File: config.mk
export PLATFORM = sky130hd
export DESIGN_NAME = instr_fetch_unit_flat
export DESIGN_NICKNAME = d
export VERILOG_FILES = /design/src/rtl/mips_pkg.sv /design/src/rtl/instr_fetch_unit_if.sv /design/src/rtl/instr_fetch_unit_next_pc_calc.sv /design/src/rtl/instr_fetch_unit.sv /design/src/flat_wrapper.sv
export SDC_FILE = /design/constraint.sdc
export NUM_CORES = 1
export LEC_CHECK = 0
export BUFFER_PORTS_ARGS = -buffer_cell sky130_fd_sc_hd__buf_4
export CAP_MARGIN = 20
export CORE_ASPECT_RATIO = 0.7
export CORE_MARGIN = 10
export CORE_UTILIZATION = 40
export CTS_BUF_LIST = sky130_fd_sc_hd__clkbuf_4 sky130_fd_sc_hd__clkbuf_8
export CTS_CLUSTER_DIAMETER = 80
export DETAILED_ROUTE_END_ITERATION = 7
export GPL_TIMING_DRIVEN = 0
export HOLD_SLACK_MARGIN = 0.15
export PLACE_DENSITY = 0.68
export SLEW_MARGIN = 20
export SYNTH_ARGS = -nofsm -noshare
export SYNTH_HDL_FRONTEND = slang
export SYNTH_SLANG_ARGS = --single-unit
File: constraint.sdc
create_clock -name clk -period 7.9 [get_ports clk]
set_input_delay 1.58 -clock clk [delete_from_list [all_inputs] [get_ports clk]]
set_output_delay 1.58 -clock clk [all_outputs]
set_load 0.05 [all_outputs]
File: src/rtl/mips_pkg.sv
// Shared MIPS definitions for the fetch stage and its neighbours.
//   - primary opcode constants (instr[31:26])
//   - fetch FSM state encoding
//   - default reset PC
package mips_pkg;

    localparam logic [5:0] OP_RTYPE = 6'b000000;
    localparam logic [5:0] OP_LW    = 6'b100011;
    localparam logic [5:0] OP_SW    = 6'b101011;
    localparam logic [5:0] OP_BEQ   = 6'b000100;
    localparam logic [5:0] OP_J     = 6'b000010;

    typedef enum logic {
        FETCH = 1'b0,
        ISSUE = 1'b1
    } fetch_state_e;

    localparam logic [31:0] RESET_PC_DEFAULT = 32'h0000_0000;

endpackage

File: src/rtl/instr_fetch_unit_if.sv
// Instruction-memory request/ready bus.
//   imem_req   : fetch request (master -> memory)
//   imem_addr  : byte address of requested word (master -> memory)
//   imem_ready : imem_rdata valid this cycle (memory -> master)
//   imem_rdata : instruction word (memory -> master)
interface instr_fetch_unit_if;

    logic        imem_req;
    logic [31:0] imem_addr;
    logic        imem_ready;
    logic [31:0] imem_rdata;

    modport master (
        output imem_req,
        output imem_addr,
        input  imem_ready,
        input  imem_rdata
    );

    modport slave (
        input  imem_req,
        input  imem_addr,
        output imem_ready,
        output imem_rdata
    );

endinterface

File: src/rtl/instr_fetch_unit_next_pc_calc.sv
// Next-PC selection for a MIPS fetch stage (purely combinational).
//   pc_plus4      : address of the sequential successor
//   branch/zero   : beq taken when both set
//   jump          : j-type, highest priority
//   branch_offset : sign-extended word offset (shifted here)
//   jump_index    : instr[25:0]
//   next_pc       : selected next PC
module next_pc_calc (
    input  logic [31:0] pc_plus4,
    input  logic        branch,
    input  logic        jump,
    input  logic        zero,
    input  logic [31:0] branch_offset,
    input  logic [25:0] jump_index,
    output logic [31:0] next_pc
);

    always_comb begin
        next_pc = pc_plus4;
        if (jump) begin
            next_pc = {pc_plus4[31:28], jump_index, 2'b00};
        end else if (branch && zero) begin
            // offset bits [31:30] fall off the shift; the sum wraps mod 2^32
            next_pc = pc_plus4 + (branch_offset << 2);
        end
    end

endmodule

File: src/rtl/instr_fetch_unit.sv
// Fetch stage for the single-cycle MIPS datapath.
// Holds the PC, fetches one word per step over the imem bus, presents it to
// decode until the datapath reports completion, then advances the PC.
//   clk, reset     : clock, synchronous active-high reset
//   imem           : instruction-memory bus (master side)
//   instr          : latched instruction, valid while instr_valid
//   instr_valid    : instruction is being executed
//   pc, pc_plus4   : current PC and its sequential successor
//   exec_done      : datapath finished current instruction
//   branch, jump, zero, branch_offset, jump_index : next-PC controls
//   retired_count  : completed instructions, wraps
//
// state | meaning
// FETCH | request pc from imem until imem_ready
// ISSUE | instr held for execute until exec_done
module instr_fetch_unit
    import mips_pkg::*;
#(
    parameter logic [31:0] RESET_PC = RESET_PC_DEFAULT,
    parameter int          ADDR_W   = 32
) (
    input  logic              clk,
    input  logic              reset,
    instr_fetch_unit_if.master imem,
    output logic [31:0]       instr,
    output logic              instr_valid,
    output logic [ADDR_W-1:0] pc,
    output logic [ADDR_W-1:0] pc_plus4,
    input  logic              exec_done,
    input  logic              branch,
    input  logic              jump,
    input  logic              zero,
    input  logic [31:0]       branch_offset,
    input  logic [25:0]       jump_index,
    output logic [31:0]       retired_count
);

    fetch_state_e state_q;
    logic [31:0]  pc_q;
    logic [31:0]  instr_q;
    logic [31:0]  retired_q;
    logic         req_q;
    logic         valid_q;
    logic [31:0]  pc_plus4_w;
    logic [31:0]  next_pc_d;

    assign pc_plus4_w = pc_q + 32'd4;

    next_pc_calc u_next_pc_calc (
        .pc_plus4      (pc_plus4_w),
        .branch        (branch),
        .jump          (jump),
        .zero          (zero),
        .branch_offset (branch_offset),
        .jump_index    (jump_index),
        .next_pc       (next_pc_d)
    );

    // req_q/valid_q track state_q so the Moore outputs come straight from flops
    always_ff @(posedge clk) begin
        if (reset) begin
            state_q   <= FETCH;
            pc_q      <= RESET_PC;
            instr_q   <= '0;
            retired_q <= '0;
            req_q     <= 1'b1;
            valid_q   <= 1'b0;
        end else begin
            case (state_q)
                FETCH: begin
                    if (imem.imem_ready) begin
                        instr_q <= imem.imem_rdata;
                        state_q <= ISSUE;
                        req_q   <= 1'b0;
                        valid_q <= 1'b1;
                    end
                end
                ISSUE: begin
                    if (exec_done) begin
                        pc_q      <= next_pc_d;
                        retired_q <= retired_q + 32'd1;
                        state_q   <= FETCH;
                        req_q     <= 1'b1;
                        valid_q   <= 1'b0;
                    end
                end
                default: begin
                    state_q <= FETCH;
                    req_q   <= 1'b1;
                    valid_q <= 1'b0;
                end
            endcase
        end
    end

    assign imem.imem_req  = req_q;
    assign imem.imem_addr = pc_q;
    assign instr          = instr_q;
    assign instr_valid    = valid_q;
    assign pc             = pc_q;
    assign pc_plus4       = pc_plus4_w;
    assign retired_count  = retired_q;

endmodule

File: src/flat_wrapper.sv
// flat-port wrapper written by rule: the top's interface ports become plain ports
module instr_fetch_unit_flat import mips_pkg::*;
#(
    parameter logic [31:0] RESET_PC = RESET_PC_DEFAULT,
    parameter int          ADDR_W   = 32
)
  (clk, reset, instr, instr_valid, pc, pc_plus4, exec_done, branch, jump, zero, branch_offset, jump_index, retired_count, imem_imem_req, imem_imem_addr, imem_imem_ready, imem_imem_rdata);
  instr_fetch_unit_if imem_i ();
  input  logic clk;
  input  logic reset;
  output logic [31:0] instr;
  output logic instr_valid;
  output logic [ADDR_W-1:0] pc;
  output logic [ADDR_W-1:0] pc_plus4;
  input  logic exec_done;
  input  logic branch;
  input  logic jump;
  input  logic zero;
  input  logic [31:0] branch_offset;
  input  logic [25:0] jump_index;
  output logic [31:0] retired_count;
  output wire logic [$bits(imem_i.imem_req)-1:0] imem_imem_req;
  output wire logic [$bits(imem_i.imem_addr)-1:0] imem_imem_addr;
  input wire logic [$bits(imem_i.imem_ready)-1:0] imem_imem_ready;
  input wire logic [$bits(imem_i.imem_rdata)-1:0] imem_imem_rdata;
  assign imem_imem_req = imem_i.imem_req;
  assign imem_imem_addr = imem_i.imem_addr;
  assign imem_i.imem_ready = imem_imem_ready;
  assign imem_i.imem_rdata = imem_imem_rdata;
  instr_fetch_unit #(.RESET_PC(RESET_PC), .ADDR_W(ADDR_W)) u_core (.clk(clk), .reset(reset), .imem(imem_i), .instr(instr), .instr_valid(instr_valid), .pc(pc), .pc_plus4(pc_plus4), .exec_done(exec_done), .branch(branch), .jump(jump), .zero(zero), .branch_offset(branch_offset), .jump_index(jump_index), .retired_count(retired_count));
endmodule
Word level (Yosys, flattened, before mapping) --
Index checks and enable logic that the tools add are counted.
Word-level totals: output and inout port bits 162, bits in writable memories 0, latch bits 0, word-level logic and storage cells 27, memories kept 0, bits in read-only memories 0, input bits 97, bits in registers 99
Cells by class: shift-type cells 0, multipliers 0, div/mod/pow operators 0, $lt $le $gt $ge 0, muxes and demuxes 11, $add $sub $neg 3, reduce and logical (&&, ||, !) cells 4, equality and inequality tests 2, bitwise operators 1
Operator list (number):
- 2-to-1 mux 32 bit | 2
- adder 32 x 1 -> 32 bit (second input constant) | 1
- adder 32 x 3 -> 32 bit (second input constant) | 1
- adder 32 bit | 1
- 2-to-1 mux 1 bit | 6
- case mux 1 bit (2 select lines) | 3
- AND reduction 2 bit | 3
- inequality test 2 bit (second input constant) | 2
- logical AND 1 bit | 1
- inverter 1 bit | 1

Longest topological paths before layout --
word-level depth 4, depth in mapped cells 17, depth with buffers taken out 16

Cells and area by module --
From an unflattened synthesis, not the netlist that was laid out.
Second synthesis, totals: cells, all modules 902, area, all modules 6713.9 sq um
By module, submodules not included:
- instr_fetch_unit | seq. area each 1981.9 sq um, area an instance 4634.4 sq um, cells an instance 588, times used 1
- next_pc_calc | seq. area each 0.0 sq um, area an instance 2079.5 sq um, cells an instance 314, times used 1

Least setup slack after synthesis --
Ideal clock, no wire load.
path kind flip-flop to flip-flop, start point register u_core.pc_q[2] (netlist: u_core.imem.imem_addr[2]), end point register u_core.pc_q[31] (netlist: u_core.imem.imem_addr[31]), cell stages (with the launch flop) 18, setup time 0.086 ns, clock period less this slack 4.855 ns, path slack 3.045 ns, data required time 7.814 ns, data arrival time 4.770 ns, path buffers 1, cell sequence dfxtp_1 > ha_1 > nand4_1 > or2_2 > nor3_4 > nand2_1 > xnor2_1 > ha_1 > buf_2 > a21oi_1 > o21ai_0 > a211oi_1 > nand4_1 > nand4_1 > and4_2 > nor3_1 > xor2_1 > a211oi_1
On the way: word-level cells in the longest chain between the ends 4
Ends and longest elaborated chain:
- start: declaration | line instr_fetch_unit.sv:39 | logic [31:0] pc_q;
- start signal: assignment | line instr_fetch_unit.sv:80 | pc_q <= next_pc_d;
- adder 32 x 3 -> 32 bit | line instr_fetch_unit.sv:47 | assign pc_plus4_w = pc_q + 32'd4;
- via pc_plus4[20] | line flat_wrapper.sv:14 | output logic [ADDR_W-1:0] pc_plus4;
- adder 32 bit | line instr_fetch_unit_next_pc_calc.sv:24 | next_pc = pc_plus4 + (branch_offset << 2);
- 2-to-1 mux 32 bit | line instr_fetch_unit_next_pc_calc.sv:22 | end else if (branch && zero) begin
- 2-to-1 mux 32 bit | line instr_fetch_unit_next_pc_calc.sv:20 | if (jump) begin
The timed path passes the listed nets, and every way through them passes these cells. A chain may end at the register's enable or synchronous reset.

Final worst setup path --
start point register u_core.pc_q[2] (netlist: u_core.imem.imem_addr[2]), end point output pc_plus4[30]
On the way: word-level cells in the longest chain between the ends 1
Ends and longest elaborated chain (line):
- adder 32 x 3 -> 32 bit | instr_fetch_unit.sv:47
- end: declaration | flat_wrapper.sv:14
Every way passes these cells.

==> impl_metrics.toml <==
[sta]
min_period_ns = 4.754
finalClockSkew_ns = 0.01454
fin_setup_tns_ns = 0
rsz0062_at_grt = "false"
slew_violations = 0
worstMarginPinSlew_ns = 0.7940
hold_viol = 0
period_share_pct = 60.17
max_freq_mhz = 210.4
relSlewSlack_pct = 46.87
whs_ns = 0.4611
finalSetupViolations = 0

[global_routing]
grt-ovfl-total = 0
antenna_found_initial = 0
grt_usage_pct = 21.19
grt_start_max_net_pins = 18
grt_pass1_wl_um = 37920
grt_pass1_vias = 6652

[power_and_ir_drop]
power_switching_uw = 470.2
cellPowerDensity_nw_per_um2 = 139.4
p_int_uw = 771.4
power.share.clock_pct = 25.6
pwr-share-comb_pct = 32.1
vdd_drop_max_v = 0.00007942
p_leak_uw = 0.004109
power_frac_seq_pct = 42.4
swShare_pct = 37.87

[logic_synthesis]
synth_top_area_share_pct = 29.58
avgSynthCellArea_um2 = 7.806
netlist_area_um2 = 6565
ys_warn_count = 0
synth-seq-cells = 97
synth_top_cell_by_area = "dfxtp_1"
synth_edf_count = 0
synth_area_leaders = "dfxtp_1, nand2_1, ha_1, a21oi_1, xor2_1"
ys_seq_area_share_pct = 29.58
ys_types = 67
synth_cells = 841
synth_ff_type = "dfxtp_1"
synthArstFlopShare_pct = 0

[clock_tree]
clock_sinks = 97
tritoncts = "built"
ctsHoldBuffers = 0
root_buffer = "clkbuf_8"
clkSlewWorstSetupHoldPaths_ns = 0.11
post_cts.repair.setup_buffers = 0
htreeDepth = 3
clock_latency_ns = 0.37
cts_buffers = 9
cts_resized = 0
clock_path_buffers = 2

[die]
std_cell_rows = 39
die_w_um = 173.1
core-area_um2 = 16200
die_y_um = 127.2
io_pins = 259
start_util_pct = 40.52
die_area_um2 = 22020

[finish]
diodes = 0
fin_util_pct = 55.00
area_delta_synth_final_pct = 35.72
final_area_um2 = 8910
nets = 1240
final_layout_size_suffix_gt1_share_pct = 29.73
num-fill-cells = 1618

[worst_setup_path]
worst_setup_path_end_kind = "primary output"
max_stage_delay_ns = 0.50
path_cells = "ha_1, nand4_1, or2_2, nor3_4, and3_1, and3_1, xor2_1, buf_4"
crit_fanout = 8
cp_slowest_cell = "dfxtp_1"
cp.required_ns = 6.32
worst-setup-path-type = "reg2out"
cp-start-kind = "register"
crit_arrival_ns = 3.17
cpMostUsedCell = "and3_1"

[status]
outcome = "finished clean"

[drt]
routed_via_density = 5.177
vias = 6911
wl_per_cell_um = 18.39
first_pass_iters = 5
antenna_left = 0
drt-total-wl_um = 24560
drtIter0Drc = 810
drc_errors = 0

[min_path]
hold_class = "reg2reg"

[flow_run]
cap_violations = 0

[place]
globalplace.congestion = 0.9374
placed_area_um2 = 8727
dpl.hpwl_um = 19920
port_buffers = 248
==> logic make-up after synthesis <==
| logic type | count (synthesis) | synth area share [%] |
|---|---|---|
| adders and majority gates | 38 | 7.357 |
| buffers and inverters | 91 | 8.005 |
| and+or+nand+nor | 316 | 22.32 |
| DFF | 97 | 29.58 |
| other | 1 | 0.05712 |
| xor gates and xnor gates | 80 | 10.96 |
| muxes | 2 | 0.3049 |
| AOI/OAI and AO/OA | 216 | 21.42 |
==> layer usage <==
layer	track usage [%]	wire length (um)	up-vias
met1	29.66	11920	3175
met3	5.886	1961	15
li1	-	-	3442
met4	3.640	237	0
met5	0	0	-
met2	32.15	10440	279
==> metrics by stage <==
step,worst slack [ns],total power [uW],std cells
after global routing,2.935,1299,1335
final,3.146,1242,1335
after global placement,3.404,931.7,1319
after floorplan,3.045,798.1,846
after CTS,3.151,1250,1335
after detailed placement,3.401,934.1,1319
==> power groups by stage <==
stage                     combinational, uW  clock [uW]  sequential, uW
final                                   398         317             526
after global routing                    427         343             529
after CTS                               398         326             526
after detailed placement                397           0             537
after global placement                  395           0             537
after floorplan                         206           0             592
==> cell usage after synthesis (all sizes together) (2+ instances only) <==
cell and n:
nor2 76, a221o 2, nand2 135, o221ai 2, o211a 3, and3 14, o22ai 3, dfxtp 97
and4 8, a32oi 3, o21a 5, or2 2, o211ai 13, a22oi 3, nand4 15, a21o 16
a32o 3, or3 9, mux2i 2, a31oi 6, nand2b 3, a211oi 17, inv 15, o31ai 2
nor3 14, ha 37, xor2 46, nand3 31, clkbuf 29, and2 5, o21ai 35, a221oi 2
buf 47, o21bai 5, a21oi 89, xnor2 34, nor2b 2
==> state kept, by name (all words and copies together), names as in the netlist <==
register / count
u_core.imem.imem_addr: 30
u_core.state_q: 1
u_core.instr_valid: 1
u_core.imem.imem_req: 1
u_core.retired_count: 32
u_core.instr: 32
==> critical path: cells and delay by family (launching register included) <==
kind,cells,cell delay (ns)
xor gates and xnor gates,1,0.24
adders and majority gates,1,0.25
buffers and inverters,1,0.25
DFF,1,0.50
and+or+nand+nor,5,1.56
==> layout make-up <==
cell class / count / area, um^2 / area share (%)
Tap cell: 225 / 281.5 / 3.160
Clock inverter: 6 / 51.30 / 0.5758
Timing Repair Buffer: 248 / 1862 / 20.90
Clock buffer: 10 / 131.4 / 1.475
Inverter: 15 / 56.30 / 0.6319
Multi-Input combinational cell: 658 / 4116 / 46.20
Sequential cell: 97 / 1942 / 21.79
Buffer: 76 / 469.2 / 5.266
==> final timing paths <==
kind	start	to	slack (ns)	cells after the start
hold / removal	u_core.instr[0]$_SDFFE_PP0P_	u_core.instr[0]$_SDFFE_PP0P_	0.46	2
setup reg to reg	u_core.imem.imem_addr[2]$_SDFFE_PP0P_	u_core.imem.imem_addr[31]$_SDFFE_PP0P_	3.19	17
hold reg to reg	u_core.instr[0]$_SDFFE_PP0P_	u_core.instr[0]$_SDFFE_PP0P_	0.46	2
setup / recovery	u_core.imem.imem_addr[2]$_SDFFE_PP0P_	pc_plus4[30]	3.15	8
==> layout by cell type (no fill, tap or decap), types with 5 or more instances in the layout <==
| cell type | synthesis | final |
|---|---|---|
| a211oi_1 | 16 | 16 |
| and4_1 | 6 | 6 |
| o21a_1 | 5 | 5 |
| nor2_1 | 74 | 74 |
| dfxtp_1 | 97 | 97 |
| buf_4 | 36 | 284 |
| and2_1 | 5 | 5 |
| buf_2 | 5 | 5 |
| o211ai_1 | 13 | 13 |
| clkbuf_8 | 2 | 11 |
| o21bai_1 | 5 | 5 |
| nand2_1 | 135 | 135 |
| xnor2_1 | 33 | 33 |
| inv_1 | 15 | 15 |
| clkbuf_1 | 27 | 27 |
| a21o_1 | 16 | 16 |
| xor2_1 | 46 | 46 |
| ha_1 | 37 | 37 |
| a31oi_1 | 6 | 6 |
| nand3_1 | 29 | 29 |
| and3_1 | 13 | 13 |
| o21ai_0 | 31 | 31 |
| conb_1 | 1 | 6 |
| or3_1 | 9 | 9 |
| nor3_1 | 12 | 12 |
| nand4_1 | 15 | 15 |
| a21oi_1 | 87 | 87 |
Note: power is estimated with default switching activity, not from simulation.
